File: config.mk
export PLATFORM = sky130hd
export DESIGN_NAME = snn_lif_block
export DESIGN_NICKNAME = d
export VERILOG_FILES = /design/src/rtl/snn_lif_block.sv
export SDC_FILE = /design/constraint.sdc
export NUM_CORES = 1
export LEC_CHECK = 0
export ABC_CLOCK_PERIOD_IN_PS = 8600
export BUFFER_PORTS_ARGS = -buffer_cell sky130_fd_sc_hd__buf_2
export CAP_MARGIN = 20
export CORE_ASPECT_RATIO = 0.8
export CORE_MARGIN = 2
export CORE_UTILIZATION = 60
export DETAILED_ROUTE_END_ITERATION = 12
export PLACE_DENSITY = 0.89
export SYNTH_ARGS = -nofsm -noshare
export SYNTH_HDL_FRONTEND = slang
export SYNTH_SLANG_ARGS = --single-unit
export TNS_END_PERCENT = 50
File: constraint.sdc
create_clock -name clk -period 8.6 [get_ports clk]
set_clock_uncertainty 0.15 [all_clocks]
set_input_delay 1.72 -clock clk [delete_from_list [all_inputs] [get_ports clk]]
set_output_delay 1.72 -clock clk [all_outputs]
set_load 0.02 [all_outputs]
File: src/rtl/snn_lif_block.sv
// snn_lif_block: N time-multiplexed leaky integrate-and-fire neurons, one neuron updated per cycle.
// Optional potential tap ports (tap_valid/tap_idx/tap_v) are enabled by defining SNN_LIF_POT_TAP_EN.
module snn_lif_block #(
    parameter int N      = 5,
    parameter int W      = 8,
    parameter int TS     = 20,
    parameter int V_0    = 14,
    parameter int V_REST = 6,
    parameter int V_LEAK = 1,
    parameter int K_SYN  = 1,
    parameter int RP     = 1,
    localparam int IDXW  = (N > 1) ? $clog2(N) : 1,
    localparam int STEPW = (TS > 1) ? $clog2(TS) : 1,
    localparam int RW    = (RP > 0) ? $clog2(RP + 1) : 1
) (
    input  logic             clk,
    input  logic             reset,
    input  logic             in_valid,
    output logic             in_ready,
    input  logic [N-1:0]     in_spikes,
    output logic             out_valid,
    input  logic             out_ready,
    output logic [N-1:0]     out_spikes,
    output logic             out_last,
    output logic [STEPW-1:0] step
`ifdef SNN_LIF_POT_TAP_EN
    ,
    output logic             tap_valid,
    output logic [IDXW-1:0]  tap_idx,
    output logic [W-1:0]     tap_v
`endif
);

    typedef enum logic [1:0] {
        S_IDLE = 2'd0,
        S_RUN  = 2'd1,
        S_DONE = 2'd2
    } state_t;

    localparam logic [W-1:0]     REST_V    = W'(V_REST);
    localparam logic [W-1:0]     V0_V      = W'(V_0);
    localparam logic [W:0]       REST_X    = (W + 1)'(V_REST);
    localparam logic [W:0]       LEAK_X    = (W + 1)'(V_LEAK);
    localparam logic [W:0]       KSYN_X    = (W + 1)'(K_SYN);
    localparam logic [W:0]       MAX_X     = {1'b0, {W{1'b1}}};
    localparam logic [RW-1:0]    RP_R      = RW'(RP);
    localparam logic [IDXW-1:0]  IDX_LAST  = IDXW'(N - 1);
    localparam logic [STEPW-1:0] STEP_LAST = STEPW'(TS - 1);

    state_t            state_q, state_d;
    logic [IDXW-1:0]   idx_q, idx_d;
    logic [N-1:0]      spk_in_q, spk_in_d;
    logic [N-1:0]      out_spikes_q, out_spikes_d;
    logic [STEPW-1:0]  step_q, step_d;
    logic [W-1:0]      v_q [N];
    logic [W-1:0]      v_d [N];
    logic [RW-1:0]     r_q [N];
    logic [RW-1:0]     r_d [N];

    logic [W:0]        v_ext;
    logic [W:0]        leak_v;
    logic [W:0]        sum_v;
    logic [W-1:0]      sat_v;
    logic [W-1:0]      upd_v;
    logic [RW-1:0]     upd_r;
    logic              upd_fire;

    // State register plus all datapath flops
    always_ff @(posedge clk) begin
        if (reset) begin
            state_q      <= S_IDLE;
            idx_q        <= {IDXW{1'b0}};
            spk_in_q     <= {N{1'b0}};
            out_spikes_q <= {N{1'b0}};
            step_q       <= {STEPW{1'b0}};
            for (int i = 0; i < N; i++) begin
                v_q[i] <= REST_V;
                r_q[i] <= {RW{1'b0}};
            end
        end else begin
            state_q      <= state_d;
            idx_q        <= idx_d;
            spk_in_q     <= spk_in_d;
            out_spikes_q <= out_spikes_d;
            step_q       <= step_d;
            for (int i = 0; i < N; i++) begin
                v_q[i] <= v_d[i];
                r_q[i] <= r_d[i];
            end
        end
    end

    // Next-state logic
    always_comb begin
        state_d = state_q;
        case (state_q)
            S_IDLE: begin
                if (in_valid) state_d = S_RUN;
                else          state_d = S_IDLE;
            end
            S_RUN: begin
                if (idx_q == IDX_LAST) state_d = S_DONE;
                else                   state_d = S_RUN;
            end
            S_DONE: begin
                if (out_ready) state_d = S_IDLE;
                else           state_d = S_DONE;
            end
            default: state_d = S_IDLE;
        endcase
    end

    // Moore outputs decoded from the state and step registers
    always_comb begin
        in_ready  = (state_q == S_IDLE);
        out_valid = (state_q == S_DONE);
        out_last  = (state_q == S_DONE) && (step_q == STEP_LAST);
    end

    assign out_spikes = out_spikes_q;
    assign step       = step_q;

    // Single-neuron LIF update for neuron idx_q; leak is floored at rest in W+1 bits
    always_comb begin
        v_ext = {1'b0, v_q[idx_q]};
        if (v_ext >= (REST_X + LEAK_X)) leak_v = v_ext - LEAK_X;
        else                            leak_v = REST_X;
        if (spk_in_q[idx_q]) sum_v = leak_v + KSYN_X;
        else                 sum_v = leak_v;
        if (sum_v > MAX_X) sat_v = {W{1'b1}};
        else               sat_v = sum_v[W-1:0];
        if (r_q[idx_q] != {RW{1'b0}}) begin
            upd_v    = REST_V;
            upd_r    = r_q[idx_q] - RW'(1);
            upd_fire = 1'b0;
        end else if (sat_v >= V0_V) begin
            upd_v    = REST_V;
            upd_r    = RP_R;
            upd_fire = 1'b1;
        end else begin
            upd_v    = sat_v;
            upd_r    = r_q[idx_q];
            upd_fire = 1'b0;
        end
    end

    // Datapath next values: latch input, write back one neuron per RUN cycle, advance step
    always_comb begin
        idx_d        = idx_q;
        spk_in_d     = spk_in_q;
        out_spikes_d = out_spikes_q;
        step_d       = step_q;
        v_d          = v_q;
        r_d          = r_q;
        case (state_q)
            S_IDLE: begin
                if (in_valid) begin
                    spk_in_d     = in_spikes;
                    idx_d        = {IDXW{1'b0}};
                    out_spikes_d = {N{1'b0}};
                end else begin
                    spk_in_d     = spk_in_q;
                end
            end
            S_RUN: begin
                v_d[idx_q]          = upd_v;
                r_d[idx_q]          = upd_r;
                out_spikes_d[idx_q] = upd_fire;
                if (idx_q != IDX_LAST) idx_d = idx_q + IDXW'(1);
                else                   idx_d = idx_q;
            end
            S_DONE: begin
                if (out_ready) begin
                    if (step_q == STEP_LAST) step_d = {STEPW{1'b0}};
                    else                     step_d = step_q + STEPW'(1);
                end else begin
                    step_d = step_q;
                end
            end
            default: begin
                idx_d = {IDXW{1'b0}};
            end
        endcase
    end

`ifdef SNN_LIF_POT_TAP_EN
    // Tap mirrors the write-back of the neuron being updated
    always_comb begin
        tap_valid = (state_q == S_RUN);
        tap_idx   = idx_q;
        tap_v     = upd_v;
    end
`endif

endmodule
==> reports/qor.yml <==
yosysMostFrequentCell: "dfxtp_1"
ant_nets: 0
drtIter0Drc: 385
fin_crit_ps: 5100
rows: 24
worstSkewPairLatency_ps: 350
rsz0062_at_grt: "false"
ys_seq_area_share_pct: 38.2
synth_cells: 388
worstMarginPinSlew_ps: 1040
setup_ws_ps: 3500
place_hpwl_um: 5930
netlist_area_um2: 3410
drv_cap: 0
cts_hold_buf: 0
grt_max_degree: 27
drive_above_1_share_pct: 16.3
post-place-cells: 473
design.core.area_um2: 5470
num_vias: 2992
setup_tns_ps: 0
dieArea_um2: 6300
synth-edff-count: 0
dr.pass1.iters: 6
slew_headroom_pct: 30.4
ys_ff_latch: 65
power_density_nw_per_um2: 164
grt_pass1_wl_um: 13700
place_congestion: 0.923
cts_max_path_buffers: 2
design_area_um2: 3710
ctsResizeCount: 0
setup_viol_count_final: 0
grt_pass1_vias: 2763
status: "finished, final reports clean"
p_total_uw: 608
min_period_over_period_pct: 59.3
yosysTopAreaCell: "dfxtp_1"
cp.required_ps: 8670
cp.arrival_ps: 5170
die_h_um: 71.4
final_hold_viol_count: 0
place_area_um2: 3520
antenna_found_initial: 0
avgSynthCellArea_um2: 8.78
ys_types: 66
vdd_drop_max_v: 0.000169
drc: 0
p_leak_uw: 0.00150
r2r-start: "idx_q[0]"
crit_type: "reg2reg"
postCtsSetupBuffers: 0
wl_per_cell_um: 16.8
synth_top_cells_by_area: "dfxtp_1 38%, nand2_1 5.6%, mux2i_1 5.6%"
place_ws_ps: 3680
cts_root_buf: "clkbuf_8"
grt_usage_pct: 28.5
wl_um: 8230
endpoint_kind: "flip-flop"
ys_top_cells_by_count: "65 x dfxtp_1, 51 x nand2_1, 35 x nor2_1"
synth_flop_cell: "dfxtp_1"
fp.dieW_um: 88.3
cp-start-kind: "flip-flop"
hp-class: "reg2reg"
n_antenna_cell: 0
portBuffers: 21
timing.fmax_mhz: 196
initial_core_util_pct: 62.3
grt_remaining_overflow: 0
synth_top_area_share_pct: 38.2
layout.nets: 421
area.growth.synth_to_final_pct: 8.96
cts_tree: "done"
critPathMaxFanout: 26
stdcell_count: 489
synth_nets: 403
numCtsBuffers: 9
min_from: "v_q[9]"
viasPerCell: 6.12
ys_warn_count: 0
cts.sinks: 65
drv_slew: 0
io_pins: 22
synthArstFlopShare_pct: 0
ctsHtreeMaxLevel: 3
critPathLaunch: "idx_q[0]"
clkTransAtPathRegs_ps: 70
==> layer usage <==
layer	track usage [%]	vias up	routed length (µm)
li1	-	1426	-
met1	40.0	1401	3660
met2	40.9	147	3620
met3	9.56	18	794
met4	10.6	0	153
met5	0	-	0
==> path summary, 6_finish.rpt <==
kind         endpoint  slack [ps]  cells after the start
min            v_q[9]         300                      2
max reg2reg    r_q[3]        3500                     15
max            r_q[3]        3500                     15
min reg2reg    v_q[9]         300                      2
==> area by class of cell <==
class,instances,area [µm²]
Fill cell,431,1750
Inverter,17,63.8
Tap cell,78,97.6
Clock buffer,10,128
Clock inverter,6,67.6
Multi-Input combinational cell,291,1940
Timing Repair Buffer,22,113
Sequential cell,65,1300
==> logic make-up (layout without fill, tap and decap cells) <==
logic type                 Yosys count  count (layout)  synth area share, %
AOI/OAI and AO/OA                   89              89                 20.7
adders and majority gates            6               6                 2.20
xor gates and xnor gates             6               6                 1.54
muxes                               23              23                 7.34
buffers and inverters               32              55                 4.81
and+or+nand+nor                    167             167                 25.2
DFF                                 65              65                 38.2
==> flip-flops by register name, summed over array words and instances, names as in the netlist <==
| name | cells |
|---|---|
| v_q | 40 |
| out_spikes | 5 |
| r_q | 5 |
| spk_in_q | 5 |
| step | 5 |
| idx_q | 3 |
| state_q | 2 |
==> critical path: stages, from the launching register on <==
cell and delay [ps]:
dfxtp_1 630, buf_4 430, mux2i_1 250, o22ai_1 100, a41oi_1 720, nand2_1 240
nor3_1 430, nand2b_1 200, ha_1 200, o31ai_1 110, a311oi_1 210, o21ai_1 120
nor4_1 300, o2111ai_1 270, a21oi_2 460, o21ai_1 130
==> power by group <==
part	internal, µW	switching, µW	total [µW]
Sequential	303	3.28	307
Combinational	14.7	31.5	46.2
Clock	135	120	255
==> layout by cell type, fill, tap and decap left out, types with 11 or more instances in the layout <==
master	netlist	routed
a21oi_1	18	18
a32oi_1	11	11
and2_1	25	25
buf_2	2	21
dfxtp_1	65	65
inv_1	16	16
mux2i_1	19	19
nand2_1	51	51
nor2_1	35	35
nor3_1	12	12
o21ai_1	12	12
==> stage by stage <==
stage / util [%] / hold WS [ps]
finish: 67.9 / 300
floorplan: - / 273
global placement: 64.4 / 284
CTS: 67.9 / 299
global route: 67.9 / 314
detailed placement: 64.4 / 284
(Power assumes the default switching activity.)
